--- src/rtl/ipv4_rx_decoder.sv ---
// IPv4 receive header parser: validates the header of a 32-bit word stream and
// forwards the payload words with a fresh start strobe and the decoded addresses.
module ipv4_rx_decoder #(
    parameter logic [7:0] PROTO_SEL    = 8'd17,
    parameter bit         CHECK_CHKSUM = 1'b1
) (
    input  logic        clk,
    input  logic        reset,
    input  logic [31:0] data,
    input  logic        start,
    output logic [31:0] src_ip,
    output logic [31:0] dest_ip,
    output logic [15:0] len_ip,
    output logic [31:0] data_out,
    output logic        start_out,
    output logic        wr_en,
    output logic        hdr_ok,
    output logic        fin,
    output logic        err
);

    localparam int unsigned SUM_W  = 21;
    localparam int unsigned PCNT_W = 15;
    localparam int unsigned WCNT_W = 4;

    typedef enum logic [1:0] {
        S_IDLE    = 2'd0,
        S_HDR     = 2'd1,
        S_OPT     = 2'd2,
        S_PAYLOAD = 2'd3
    } state_t;

    state_t              r_state,   w_state_nxt;
    logic [WCNT_W-1:0]   r_wcnt,    w_wcnt_nxt;
    logic [3:0]          r_ver,     w_ver_nxt;
    logic [3:0]          r_ihl,     w_ihl_nxt;
    logic [15:0]         r_tlen,    w_tlen_nxt;
    logic [13:0]         r_frag,    w_frag_nxt;
    logic [7:0]          r_proto,   w_proto_nxt;
    logic [SUM_W-1:0]    r_sum,     w_sum_nxt;
    logic [31:0]         r_src_cap, w_src_cap_nxt;
    logic [31:0]         r_dst_cap, w_dst_cap_nxt;
    logic [PCNT_W-1:0]   r_pcnt,    w_pcnt_nxt;
    logic                r_first,   w_first_nxt;

    logic [31:0]         r_src_ip,    w_src_ip_nxt;
    logic [31:0]         r_dest_ip,   w_dest_ip_nxt;
    logic [15:0]         r_len_ip,    w_len_ip_nxt;
    logic [31:0]         r_data_out,  w_data_out_nxt;
    logic                r_start_out, w_start_out_nxt;
    logic                r_wr_en,     w_wr_en_nxt;
    logic                r_hdr_ok,    w_hdr_ok_nxt;
    logic                r_fin,       w_fin_nxt;
    logic                r_err,       w_err_nxt;

    logic [SUM_W-1:0]    w_sum_acc;
    logic [16:0]         w_fold1;
    logic [15:0]         w_fold2;
    logic                w_chk_ok;
    logic [15:0]         w_hdr_bytes;
    logic [15:0]         w_len;
    logic [PCNT_W-1:0]   w_pcnt;
    logic [31:0]         w_dst;
    logic                w_accept;
    logic                w_eval;

    // Running one's-complement sum including the current word, folded for the final test
    assign w_sum_acc   = r_sum + SUM_W'(data[31:16]) + SUM_W'(data[15:0]);
    assign w_fold1     = 17'(w_sum_acc[15:0]) + 17'(w_sum_acc[SUM_W-1:16]);
    assign w_fold2     = w_fold1[15:0] + 16'(w_fold1[16]);
    assign w_chk_ok    = !CHECK_CHKSUM || (w_fold2 == 16'hFFFF);
    assign w_hdr_bytes = 16'({r_ihl, 2'b00});
    assign w_len       = r_tlen - w_hdr_bytes;
    assign w_pcnt      = PCNT_W'((17'(w_len) + 17'd3) >> 2);
    assign w_dst       = (r_state == S_HDR) ? data : r_dst_cap;
    assign w_accept    = (r_ver == 4'd4) && (r_ihl >= 4'd5) && (r_tlen >= w_hdr_bytes) &&
                         (r_frag == 14'd0) && (r_proto == PROTO_SEL) && w_chk_ok;

    // Next-state and registered-output logic
    always_comb begin
        w_state_nxt     = r_state;
        w_wcnt_nxt      = r_wcnt;
        w_ver_nxt       = r_ver;
        w_ihl_nxt       = r_ihl;
        w_tlen_nxt      = r_tlen;
        w_frag_nxt      = r_frag;
        w_proto_nxt     = r_proto;
        w_sum_nxt       = r_sum;
        w_src_cap_nxt   = r_src_cap;
        w_dst_cap_nxt   = r_dst_cap;
        w_pcnt_nxt      = r_pcnt;
        w_first_nxt     = r_first;
        w_src_ip_nxt    = r_src_ip;
        w_dest_ip_nxt   = r_dest_ip;
        w_len_ip_nxt    = r_len_ip;
        w_data_out_nxt  = r_data_out;
        w_hdr_ok_nxt    = r_hdr_ok;
        w_start_out_nxt = 1'b0;
        w_wr_en_nxt     = 1'b0;
        w_fin_nxt       = 1'b0;
        w_err_nxt       = 1'b0;
        w_eval          = 1'b0;

        if (start) begin
            // A start in any state restarts the parse; an interrupted payload is reported
            w_err_nxt    = (r_state == S_PAYLOAD);
            w_hdr_ok_nxt = 1'b0;
            w_ver_nxt    = data[31:28];
            w_ihl_nxt    = data[27:24];
            w_tlen_nxt   = data[15:0];
            w_sum_nxt    = SUM_W'(data[31:16]) + SUM_W'(data[15:0]);
            w_wcnt_nxt   = WCNT_W'(1);
            w_state_nxt  = S_HDR;
        end else begin
            case (r_state)
                S_HDR: begin
                    w_sum_nxt  = w_sum_acc;
                    w_wcnt_nxt = r_wcnt + WCNT_W'(1);
                    case (r_wcnt)
                        WCNT_W'(1): w_frag_nxt    = data[13:0];
                        WCNT_W'(2): w_proto_nxt   = data[23:16];
                        WCNT_W'(3): w_src_cap_nxt = data;
                        WCNT_W'(4): begin
                            w_dst_cap_nxt = data;
                            if (r_ihl > 4'd5) w_state_nxt = S_OPT;
                            else              w_eval      = 1'b1;
                        end
                        default: ;
                    endcase
                end
                S_OPT: begin
                    w_sum_nxt  = w_sum_acc;
                    w_wcnt_nxt = r_wcnt + WCNT_W'(1);
                    if (r_wcnt == WCNT_W'(r_ihl - 4'd1)) w_eval = 1'b1;
                end
                S_PAYLOAD: begin
                    w_data_out_nxt  = data;
                    w_wr_en_nxt     = 1'b1;
                    w_start_out_nxt = r_first;
                    w_first_nxt     = 1'b0;
                    w_pcnt_nxt      = r_pcnt - PCNT_W'(1);
                    if (r_pcnt == PCNT_W'(1)) begin
                        w_fin_nxt    = 1'b1;
                        w_hdr_ok_nxt = 1'b0;
                        w_state_nxt  = S_IDLE;
                    end
                end
                default: ;
            endcase

            // Accept/reject decision on the last header word
            if (w_eval) begin
                if (w_accept) begin
                    w_src_ip_nxt  = r_src_cap;
                    w_dest_ip_nxt = w_dst;
                    w_len_ip_nxt  = w_len;
                    w_pcnt_nxt    = w_pcnt;
                    w_first_nxt   = 1'b1;
                    if (w_pcnt == PCNT_W'(0)) begin
                        w_fin_nxt   = 1'b1;
                        w_state_nxt = S_IDLE;
                    end else begin
                        w_hdr_ok_nxt = 1'b1;
                        w_state_nxt  = S_PAYLOAD;
                    end
                end else begin
                    w_err_nxt   = 1'b1;
                    w_state_nxt = S_IDLE;
                end
            end
        end
    end

    always_ff @(posedge clk or negedge reset) begin
        if (!reset) begin
            r_state     <= S_IDLE;
            r_wcnt      <= '0;
            r_ver       <= '0;
            r_ihl       <= '0;
            r_tlen      <= '0;
            r_frag      <= '0;
            r_proto     <= '0;
            r_sum       <= '0;
            r_src_cap   <= '0;
            r_dst_cap   <= '0;
            r_pcnt      <= '0;
            r_first     <= 1'b0;
            r_src_ip    <= '0;
            r_dest_ip   <= '0;
            r_len_ip    <= '0;
            r_data_out  <= '0;
            r_start_out <= 1'b0;
            r_wr_en     <= 1'b0;
            r_hdr_ok    <= 1'b0;
            r_fin       <= 1'b0;
            r_err       <= 1'b0;
        end else begin
            r_state     <= w_state_nxt;
            r_wcnt      <= w_wcnt_nxt;
            r_ver       <= w_ver_nxt;
            r_ihl       <= w_ihl_nxt;
            r_tlen      <= w_tlen_nxt;
            r_frag      <= w_frag_nxt;
            r_proto     <= w_proto_nxt;
            r_sum       <= w_sum_nxt;
            r_src_cap   <= w_src_cap_nxt;
            r_dst_cap   <= w_dst_cap_nxt;
            r_pcnt      <= w_pcnt_nxt;
            r_first     <= w_first_nxt;
            r_src_ip    <= w_src_ip_nxt;
            r_dest_ip   <= w_dest_ip_nxt;
            r_len_ip    <= w_len_ip_nxt;
            r_data_out  <= w_data_out_nxt;
            r_start_out <= w_start_out_nxt;
            r_wr_en     <= w_wr_en_nxt;
            r_hdr_ok    <= w_hdr_ok_nxt;
            r_fin       <= w_fin_nxt;
            r_err       <= w_err_nxt;
        end
    end

    assign src_ip    = r_src_ip;
    assign dest_ip   = r_dest_ip;
    assign len_ip    = r_len_ip;
    assign data_out  = r_data_out;
    assign start_out = r_start_out;
    assign wr_en     = r_wr_en;
    assign hdr_ok    = r_hdr_ok;
    assign fin       = r_fin;
    assign err       = r_err;

endmodule

--- config.mk ---
export PLATFORM = sky130hd
export DESIGN_NAME = ipv4_rx_decoder
export DESIGN_NICKNAME = d
export VERILOG_FILES = /design/src/rtl/ipv4_rx_decoder.sv
export SDC_FILE = /design/constraint.sdc
export NUM_CORES = 1
export LEC_CHECK = 0
export ABC_CLOCK_PERIOD_IN_PS = 8700
export CORE_ASPECT_RATIO = 1.5
export CORE_MARGIN = 1.5
export CORE_UTILIZATION = 50
export DETAILED_ROUTE_END_ITERATION = 7
export PLACE_DENSITY = 0.75
export SLEW_MARGIN = 20
export SYNTH_ARGS = -nofsm -noshare
export SYNTH_HDL_FRONTEND = slang
export SYNTH_SLANG_ARGS = --single-unit
--- constraint.sdc ---
create_clock -name clk -period 8.7 [get_ports clk]
set_clock_uncertainty 0.15 [all_clocks]
set_input_delay 1.74 -clock clk [delete_from_list [all_inputs] [get_ports clk]]
set_output_delay 1.74 -clock clk [all_outputs]
set_load 0.01 [all_outputs]
; ---- Word level (Yosys, flattened, before mapping)
; Cells that the tools add are included.
[classes]
add_sub_neg = 10
n_lt_le_gt_ge = 3
n_eq_ne = 15
muxes = 43
bitwise_logic = 1
reduce_logical = 17
[op_table]
columns = operator, n
row1 = $mux W15, 3
row2 = $add A21 B16 Y21, 2
row3 = $mux W21, 2
row4 = $mux W32, 1
row5 = $mux W1, 26
row6 = $add A16 B16 Y17, 1
row7 = $add A16 B2 Y17 const B, 1
row8 = $add A16 B5 Y17, 1
row9 = $add A16 B1 Y16, 1
row10 = $eq A16 B16 Y1 const B, 1
row11 = $ge A16 B6 Y1, 1
row12 = $sub A16 B6 Y16, 1
row13 = $eq A15 B1 Y1 const B, 1
row14 = $logic_not A15 Y1, 1
row15 = $reduce_and A3 Y1, 5
row16 = $sub A15 B1 Y15 const B, 1
row17 = $logic_not A14 Y1, 1
row18 = $mux W2, 7
row19 = $ne A4 B2 Y1 const B, 3
row20 = $eq A4 B2 Y1 const B, 2
row21 = $eq A4 B3 Y1 const B, 2
row22 = $eq A8 B5 Y1 const B, 1
row23 = $mux W4, 2
row24 = $logic_and A1 B1 Y1, 5
row25 = 16 further kinds, 17
[word_totals]
register_bits = 270
in_bits = 35
output_inout_bits = 117
word_cells = 110

; ---- Longest topological paths before layout
; Gate-level depths: netlist (run 1).
[logic_depth]
depth_word = 9
ltp_mapped = 35
mapped_depth_nobuf = 33

; ---- Worst setup path before layout (run 1)
; No wires, ideal clock.
[synth_path]
path_kind = input to register
from = input port data[1]
to = register r_pcnt[0]
setup_time_ps = 104
arrival_time_ps = 8930
required_time_ps = 8446
path_slack_ps = -483
path_stages = 33
path_buffers = 0
cell_sequence = inv_1 fa_1 inv_1 ha_1 fa_1 a21o_1 a22o_1 o311ai_1 a21o_1 a21oi_1 o21ai_0 a21oi_1 xor2_1 inv_1 fa_1 nor2b_1 o311ai_0 a211oi_1 nand2_1 nor3_1 ha_1 ha_1 nor4bb_1 nand3_1 a2111oi_0 o41ai_1 a2111oi_0 o2111ai_1 a2111oi_2 and3_1 nand2_1 or4b_1 o311ai_1
[synth_between]
elab_chain_cells = 7
[synth_lines]
columns = item, line
row1 = start: declaration, 9  ; input logic [31:0] data,
row2 = $add A21 B16 Y21, 68  ; assign w_sum_acc = r_sum + SUM_W'(data[31:16]) + SUM_W'(data[15:0]);
row3 = $add A16 B5 Y17, 69  ; assign w_fold1 = 17'(w_sum_acc[15:0]) + 17'(w_sum_acc[SUM_W-1:16]);
row4 = $add A16 B1 Y16, 70  ; assign w_fold2 = w_fold1[15:0] + 16'(w_fold1[16]);
row5 = $eq A16 B16 Y1, 71  ; assign w_chk_ok = !CHECK_CHKSUM || (w_fold2 == 16'hFFFF);
row6 = $logic_and A1 B1 Y1, 77  ; (r_frag == 14'd0) && (r_proto == PROTO_SEL) && w_chk_ok;
row7 = $mux W15, 153  ; if (w_accept) begin
row8 = $mux W15, 152  ; if (w_eval) begin
row9 = end signal: assignment, 208  ; r_pcnt <= w_pcnt_nxt;
row10 = end: declaration, 43  ; logic [PCNT_W-1:0] r_pcnt, w_pcnt_nxt;
; Every way passes these cells.
; A chain may end at the register's enable or synchronous reset.

; ---- Worst setup path after layout (run 1)
[layout_path]
from = input port data[17]
to = register r_pcnt[0]
[layout_between]
elab_chain_cells = 8
[layout_lines]
columns = item, line
row1 = $add A21 B16 Y21 (2 in a row), 68
row2 = $add A16 B5 Y17, 69
row3 = $add A16 B1 Y16, 70
row4 = $eq A16 B16 Y1, 71
row5 = $logic_and A1 B1 Y1, 77
row6 = $mux W15, 153
row7 = $mux W15, 152
; Every way passes these cells.

==> results of run 1 <==
layout by cell type (no fill, tap or decap), drive strengths merged, types with 7 or more instances in the layout:
| cell type | instances |
|---|---|
| dfrtp | 270 |
| buf | 171 |
| nand2 | 146 |
| mux2 | 143 |
| clkdlybuf4s50 | 126 |
| nor2 | 96 |
| a21oi | 83 |
| ha | 54 |
| inv | 50 |
| xnor2 | 49 |
| o21ai | 42 |
| clkbuf | 42 |
| mux2i | 41 |
| nand3 | 31 |
| nor3 | 29 |
| xor2 | 20 |
| fa | 20 |
| nor4 | 19 |
| a211oi | 15 |
| a22oi | 14 |
| a21o | 12 |
| or2 | 12 |
| o311ai | 12 |
| dlymetal6s2s | 10 |
| nor2b | 10 |
| clkinv | 10 |
| o31ai | 9 |
| nand4 | 9 |
| or3 | 9 |
| a31oi | 9 |
| o21bai | 8 |
| a2111oi | 8 |
| or4 | 7 |
through the flow:
stage	hold slack [ns]	TNS (ns)	total power, W	worst slack [ns]
after floorplan	0.296	0	0.00356	0.0669
after detailed placement	0.312	-100.42	0.00499	-1.07
after global placement	0.308	-68.11	0.00490	-0.749
after global routing	0.352	-4.45	0.00700	-0.147
final	0.329	0	0.00669	0.194
after CTS	0.328	0	0.00629	0.00313
flip-flops by register name (all words and copies together), names as in the netlist:
signal     flops
r_first        1
start_out      1
r_proto        8
data_out      32
r_sum         21
hdr_ok         1
r_dst_cap     32
r_ihl          4
r_ver          4
r_src_cap     32
wr_en          1
dest_ip       32
src_ip        32
r_frag        14
r_tlen        16
r_pcnt        15
r_state        2
fin            1
len_ip        16
r_wcnt         4
err            1
repair_timing:
item	in CTS	in global routing
buffers inserted	10	10
pin swaps	15	57
gates cloned	4	3
gates resized for setup	30	145
endpoints found under the setup margin	99	101
worst max-delay path by stage:
stage,start,endpoint,slack (ns),cells after the start
2_1_floorplan,data[1],r_pcnt[0],0.07,33
3_3_place_gp,data[1],dest_ip[8],-0.75,37
3_5_place_dp,data[1],dest_ip[8],-1.07,37
4_1_cts,data[25],dest_ip[17],0.003,36
5_1_grt,data[23],r_pcnt[0],-0.15,32
6_report,data[17],r_pcnt[0],0.19,34
tightest hold or removal path, delay by kind of cell (launching register included):
| family | cells | cell delay [ns] |
|---|---|---|
| and+or+nand+nor | 2 | 0.10 |
| DFF | 1 | 0.34 |
area by class of cell:
class / instances / area share [%]
diodes: 6 / 0.0781
clock buffers: 32 / 3.55
clock inverters: 16 / 1.05
multi-input cells: 982 / 40.9
well taps: 390 / 2.54
inverters: 49 / 0.957
flip-flops and latches: 270 / 35.2
repair buffers: 319 / 15.8
logic make-up (layout without fill, tap and decap cells):
| family | after synthesis | count (layout) |
|---|---|---|
| mux | 184 | 184 |
| simple gates | 397 | 397 |
| buf+inv | 107 | 416 |
| xor+xnor | 69 | 69 |
| compound gates | 258 | 258 |
| fa+ha+maj | 74 | 74 |
| other cells | 0 | 6 |
| flops | 270 | 270 |
per-layer routing:
| layer | routed length [um] | vias up | share of wire (%) | GRT usage, % |
|---|---|---|---|---|
| li1 | - | 5456 | - | - |
| met1 | 16900 | 6151 | 36 | 32.8 |
| met2 | 24000 | 536 | 51 | 54.9 |
| met3 | 2910 | 214 | 6.1 | 5.13 |
| met4 | 3650 | 2 | 7.7 | 19.7 |
| met5 | 11 | - | 0.023 | 0 |
power groups by stage:
stage / sequential, W / clock [W] / combinational, W
3_3_place_gp: 0.00177 / 0 / 0.00313
5_1_grt: 0.00182 / 0.00125 / 0.00393
2_1_floorplan: 0.00176 / 0 / 0.00180
4_1_cts: 0.00178 / 0.00120 / 0.00331
6_report: 0.00180 / 0.00119 / 0.00371
3_5_place_dp: 0.00179 / 0 / 0.00320
==> flow_summary.toml, run 1 <==
[status]
status = "finished, final reports clean"

[placed_design]
postPlaceCellArea_mm2 = 0.0174
dp_hpwl_mm = 32.5
port_buffers = 151
numPlacedInstances = 1983
gp_congestion = 1.06

[setup_path]
arrival_ns = 8.80
timing.rr.start = "r_sum[1]"
slowest_delay_ns = 0.53
path_buf_inv = 4
path_common_cell = "fa_2"
cp_max_fo = 3
path_class = "primary input to flop"
reg2reg_depth = 33
cp.required_ns = 9.00
cpLargestDelayFamily = "compound AO/OA/AOI/OAI gates"
critPathCaptureType = "flop"
r2r_end = "r_pcnt[0]"
r2r_slack_ns = 1.08
crit_path_start_kind = "primary input"
slowest_stage = "fa_2"

[logic_synthesis]
synth_edf_count = 0
synth_nets = 1468
syn_area_mm2 = 0.0145
synth_xor_area_share_pct = 4.17
yosys_register_bits = 270
yosysMostFrequentCell = "dfrtp_1"
yosys-top-cells-area = "dfrtp_1 47%, mux2_2 8.1%, ha_1 4.7%"
synth_top_cell_area_share_pct = 46.6
synth-adder-area-share_pct = 7.43
synth_compound_area_share_pct = 11.9
ys.flop_type = "dfrtp_1"
synth_top_family_by_area = "multiplexers"
synthTopCellsByCount = "270 x dfrtp_1, 146 x nand2_1, 104 x mux2_2, 96 x nor2_1, 83 x a21oi_1"
syn_inst = 1359
ys_seq_area_share_pct = 46.6
yosys.area_share.simple_pct = 13.0
synth.avg_cell_area_um2 = 10.7
synthMuxAreaShare_pct = 13.9
yosys_warnings = 0
yosysTopAreaCell = "dfrtp_1"
async_flop_share_pct = 100
synth_cell_types = 75

[timing]
final_hold_viol_count = 0
fmax_mhz = 118
tightestPinTransition_ns = 1.17
setup_viol = 0
fin_crit_sh_pct = 97.8
rsz0062_at_grt = "yes"
report.final.slew_viol_count = 0
slew_headroom_pct = 22.2
fin_crit_ns = 8.51

[floorplan]
die_w_um = 142
io_pins = 152
rows = 76
fp.dieH_um = 212
coreArea_mm2 = 0.0286
start_util_pct = 50.6
dieArea_mm2 = 0.0300

[power_and_ir_drop]
clkPwrFrac_pct = 17.8
sequentialPowerShare_pct = 26.8
sw_frac_of_total_pct = 40.7
p_switching_w = 0.00272
p_int_w = 0.00397
p_leak_nw = 8.63
p_per_area_mw_per_mm2 = 348
combPwrFrac_pct = 55.4
vdd_drop_max_mv = 0.214

[clock_network]
h-tree-depth = 1
ctsLongestPathBuffers = 3
insertion_delay_ns = 0.56
cts_root_buffer = "clkbuf_16"
cts_tree = "built"
cts_buffers = 26
ctsHoldBuffers = 0
clkSinkCount = 270
path_clk_slew_ns = 0.06

[route]
first_iter_violations = 741
postRouteAntennaNets = 0
wl_per_cell_um = 23.0
routed_wl_mm = 47.4
via_per_inst = 5.99
vias = 12400
drc = 0
firstDrtPassIters = 5

[flow_run]
cap_viol_max_count = 0

[hold_path]
holdPathStages = 2
whs_endpoint = "data_out[19]"
min_path_type = "flop to flop"
worstHoldStart = "data_out[19]"

[layout]
area_growth_pct = 32.6
regArea_mm2 = 0.00676
final_core_util_pct = 67.1
fin_nets = 1757
stdcell_area_mm2 = 0.0192
drive_above_1_share_pct = 26.6
multi_input_area_mm2 = 0.00786
stdcell_count = 2064
fillers = 2068

[global_route]
antenna_found_initial = 7
grt_use_total_pct = 30.5
grt_pass1_wl_mm = 69.8
first_global_vias = 12600
grt_max_degree = 146
overflow = 0
Note: power is estimated with default switching activity, not from simulation.
==> run 2: changes to the inputs <==
CORE_UTILIZATION = 58   (was 50)
PLACE_DENSITY = 0.84   (was 0.75)
REMOVE_ABC_BUFFERS = 1   (was default)
==> flow_summary.toml, run 2 (synthesis results as in run 1) <==
[status]
status = "finished, violations left"
violations = "negative setup slack"

[layout]
drive_above_1_share_pct = 34.0
fin_nets = 1810
final_core_util_pct = 82.0
layout_commonest_cell = "dfrtp_1"
stdcell_area_mm2 = 0.0200
area_growth_pct = 38.2
final_cell_mix = "270 x dfrtp_1, 176 x buf_4, 143 x nand2_1"

[global_route]
grt_use_total_pct = 32.4
grt_pass1_wl_mm = 66.6
overflow = 0
grt_busiest_layer = "met2"
groute.layer.met3.usage_pct = 3.45
grt_util_met2_pct = 59.4
grt_max_degree = 168
first_global_vias = 12800
met1_usage_pct = 36.6
antenna_found_initial = 1

[clock_network]
insertion_delay_ns = 0.56
cts_tree = "built"
cts_root_buffer = "clkbuf_16"
h-tree-depth = 1
cts_buffers = 26
ctsLongestPathBuffers = 3
path_clk_slew_ns = 0.07
clkSinkCount = 270

[timing]
report.final.slew_viol_count = 0
setup_slack_ns = -0.223
tightestPinTransition_ns = 1.15
setup_viol = 96
fmax_mhz = 112
final_hold_viol_count = 0
fin_crit_ns = 8.92
fin_crit_sh_pct = 103
slew_headroom_pct = 23.1
rsz0062_at_grt = "yes"

[setup_path]
slowest_delay_ns = 0.56
path_common_cell = "a2111oi_4"
slowest_stage = "fa_1"
critPathCaptureType = "flop"
path_class = "primary input to flop"
r2r_end = "r_pcnt[0]"
r2r_slack_ns = 0.69
reg2reg_depth = 35
cp_max_fo = 3
crit_path_start_kind = "primary input"
cp.required_ns = 9.01
timing.rr.start = "r_sum[1]"
arrival_ns = 9.23

[floorplan]
dieArea_mm2 = 0.0260
io_pins = 152
fp.dieH_um = 197
die_w_um = 132
start_util_pct = 59.3
rows = 70
coreArea_mm2 = 0.0244

[placed_design]
port_buffers = 151
postPlaceCellArea_mm2 = 0.0174
gp_congestion = 0.955
dp_hpwl_mm = 28.8
dp_slack_ns = -1.77

[hold_path]
whs_endpoint = "data_out[28]"
worstHoldStart = "data_out[28]"
holdPathStages = 2
min_path_type = "flop to flop"

[route]
vias = 13000
routed_wl_mm = 48.2
drc = 0
first_iter_violations = 1067
firstDrtPassIters = 6
postRouteAntennaNets = 0
wl_per_cell_um = 23.6
via_per_inst = 6.33

[power_and_ir_drop]
p_leak_nw = 8.91
vdd_drop_max_mv = 0.240
p_per_area_mw_per_mm2 = 347

[flow_run]
cap_viol_max_count = 0
-- run 2: cell count changes in the layout (fill, tap and decap cells not counted), moves of 10 or more --
cell     delta
nor2_1     -30
a21oi_2    +31
buf_6      +12
buf_4      +28
a21oi_1    -30
mux2_1     -10
nor2_4     +12
mux2_4     +10
nor2_2     +18
-- run 2: timing repair --
| action | in CTS | in global routing |
|---|---|---|
| gates cloned | 1 | 7 |
| setup buffers | 37 | 27 |
| hold buffers | 0 | 0 |
| gates resized for setup | 68 | 243 |
| pin swaps | 37 | 49 |
| setup endpoints to repair | 101 | 100 |
-- run 2: area by class of cell --
type / instances / area (um^2)
well taps: 324 / 405
inverters: 49 / 189
multi-input cells: 982 / 8280
diodes: 2 / 5.00
fillers: 1240 / 4400
flip-flops and latches: 270 / 6760
repair buffers: 372 / 3520
clock buffers: 32 / 713
clock inverters: 15 / 164
-- run 2: metal layers --
layer | share of wire [%] | vias to the layer above | routed length [um]
met5 | 0 | - | 0
met3 | 5.9 | 228 | 2840
met1 | 35 | 6502 | 16900
met4 | 7.1 | 0 | 3440
li1 | - | 5545 | -
met2 | 52 | 681 | 25000
-- run 2: how the worst max path moves through the flow --
stage,from,to,slack (ns),depth (start not counted)
after floorplan,data[1],r_pcnt[11],-3.10,33
after global placement,data[1],r_pcnt[0],-1.22,35
after detailed placement,data[1],r_pcnt[0],-1.77,35
after CTS,data[1],dest_ip[1],0.003,40
after global routing,data[17],r_pcnt[12],-0.55,39
final,data[1],r_pcnt[0],-0.22,36
-- run 2: stage by stage --
step	TNS [ns]	hold WS, ns	power (W)	cells
after floorplan	-265.27	0.296	0.00353	1301
after global placement	-101.32	0.308	0.00480	1925
after detailed placement	-152.14	0.312	0.00489	1925
after CTS	0	0.328	0.00637	2010
after global routing	-41.06	0.347	0.00725	2045
final	-13.02	0.324	0.00695	2046
-- run 2: power by group --
part           internal [W]  switching (W)
Clock              0.000650       0.000524
Sequential          0.00157       0.000240
Combinational       0.00186        0.00211
Total               0.00408        0.00287
-- run 2: worst max-delay path: cells and delay by family --
family / cells / cell delay [ns]
adders and majority gates: 6 / 1.88
buffers and inverters: 6 / 0.62
and+or+nand+nor: 8 / 1.63
xor gates and xnor gates: 1 / 0.23
AOI/OAI and AO/OA: 15 / 3.10
==> run 3: changes to the inputs <==
ABC_CLOCK_PERIOD_IN_PS = 10000   (was 8700)
clock period = 10 ns   (was 8.7 ns; I/O delays follow)
==> flow_summary.toml, run 3 (synthesis results as in run 1) <==
[floorplan]
io_pins = 152
rows = 70
die_w_um = 132
coreArea_mm2 = 0.0244
start_util_pct = 59.3
fp.dieH_um = 197
dieArea_mm2 = 0.0260

[timing]
setup_slack_ns = 0.573
setup_viol = 0
final_hold_viol_count = 0
fmax_mhz = 106
fin_crit_sh_pct = 94.3
report.final.slew_viol_count = 0
fin_hold_ws_ns = 0.329
fin_crit_ns = 9.43
slew_headroom_pct = 23.0
tightestPinTransition_ns = 1.15

[power_and_ir_drop]
vdd_drop_max_mv = 0.197
clkPwrFrac_pct = 21.3
p_int_w = 0.00311
combPwrFrac_pct = 48.6
p_switching_w = 0.00204
sw_frac_of_total_pct = 39.6
p_leak_nw = 8.14
sequentialPowerShare_pct = 30.1
p_per_area_mw_per_mm2 = 285

[clock_network]
ctsHoldBuffers = 0
cts_root_buffer = "clkbuf_16"
ctsLongestPathBuffers = 3
clkSinkCount = 270
h-tree-depth = 1
insertion_delay_ns = 0.57
cts_buffers = 26
path_clk_slew_ns = 0.06
cts_tree = "built"

[layout]
fin_nets = 1687
area_growth_pct = 24.7
drive_above_1_share_pct = 18.0
stdcell_area_mm2 = 0.0181
layout_commonest_cell = "dfrtp_1"
antenna_cells = 0
final_cell_mix = "270 x dfrtp_1, 149 x clkdlybuf4s50_1, 145 x nand2_1"

[placed_design]
dp_slack_ns = -0.448
postPlaceCellArea_mm2 = 0.0170
dp_hpwl_mm = 28.0
gp_congestion = 0.963
port_buffers = 151

[global_route]
first_global_vias = 12200
grt_max_degree = 169
grt_pass1_wl_mm = 64.0
grt_busiest_layer = "met2"
grt_use_total_pct = 31.2
grt_util_met2_pct = 56.7
overflow = 0
groute.layer.met3.usage_pct = 2.91
antenna_found_initial = 0
met1_usage_pct = 35.6

[hold_path]
min_path_type = "flop to flop"

[route]
routed_wl_mm = 39.8
wl_per_cell_um = 20.7
drc = 0
firstDrtPassIters = 6
postRouteAntennaNets = 0
first_iter_violations = 753
via_per_inst = 6.03
vias = 11600

[flow_run]
cap_viol_max_count = 0

[setup_path]
arrival_ns = 9.71
slowest_stage = "fa_1"
cp_max_fo = 23
cp.required_ns = 10.28
slowest_delay_ns = 0.53
critPathCaptureType = "flop"
path_class = "primary input to flop"
crit_path_start_kind = "primary input"

[status]
status = "finished, final reports clean"
## run 3: changes by cell type in the layout (fill, tap and decap cells not counted), sizes merged, moves of 3 or more
| cell | delta |
|---|---|
| buf | -119 |
| clkdlybuf4s50 | +22 |
| clkbuf | -12 |
| dlygate4sd2 | -6 |
| bufinv | +4 |
| clkinv | -4 |
| clkdlybuf4s15 | -3 |
| dlymetal6s2s | -3 |
## run 3: critical path: cells and delay by family
family,cells,cell delay [ns]
AOI/OAI and AO/OA,13,2.40
adders and majority gates,6,1.89
and+or+nand+nor,8,1.55
buffers and inverters,7,1.28
muxes,1,0.35
xor gates and xnor gates,1,0.22
## run 3: through the flow
stage / TNS, ns / total power [W] / util (%) / cells
floorplan: -168.61 / 0.00307 / - / 1301
global placement: -2.37 / 0.00386 / 69.4 / 1870
detailed placement: -31.97 / 0.00394 / 69.4 / 1870
CTS: 0 / 0.00506 / 73.3 / 1918
global route: -0.229 / 0.00546 / 74.0 / 1922
finish: 0 / 0.00516 / 74.0 / 1922
## run 3: power by group through the flow
| stage | logic (W) | clock network (W) | registers, W |
|---|---|---|---|
| finish | 0.00250 | 0.00110 | 0.00155 |
| global route | 0.00273 | 0.00115 | 0.00158 |
| CTS | 0.00240 | 0.00111 | 0.00154 |
| detailed placement | 0.00238 | 0 | 0.00156 |
| global placement | 0.00232 | 0 | 0.00154 |
| floorplan | 0.00154 | 0 | 0.00153 |
## run 3: cell type report
type | instances | area, um^2
multi-input combinational | 982 | 7430
sequential | 270 | 6760
fill | 1632 | 6360
timing repair buffer | 249 | 2340
clock buffer | 34 | 711
tap | 324 | 405
clock inverter | 14 | 243
inverter | 49 | 184
## run 3: final timing paths
| check | from | to | cells after the start | slack, ns |
|---|---|---|---|---|
| min in group asynchronous | reset | data_out[14] | 1 | 1.31 |
| worst min-delay path | data_out[15] | data_out[15] | 2 | 0.33 |
| worst min register to register | data_out[15] | data_out[15] | 2 | 0.33 |
| worst max register to register | r_sum[1] | len_ip[1] | 35 | 2.23 |
| worst max-delay path | data[1] | len_ip[1] | 36 | 0.57 |
| max in group asynchronous | reset | len_ip[3] | 2 | 6.97 |
## run 3: what timing repair did
item / 4_1_cts / 5_1_grt
setup buffers: 0 / 3
gates resized for setup: 0 / 20
setup endpoints to repair: 0 / 101
## run 3: layer usage
layer | up-vias | part of all wire (%)
met4 | 0 | 5.6
met2 | 335 | 53
li1 | 5305 | -
met3 | 120 | 3.5
met5 | - | 0
met1 | 5835 | 38
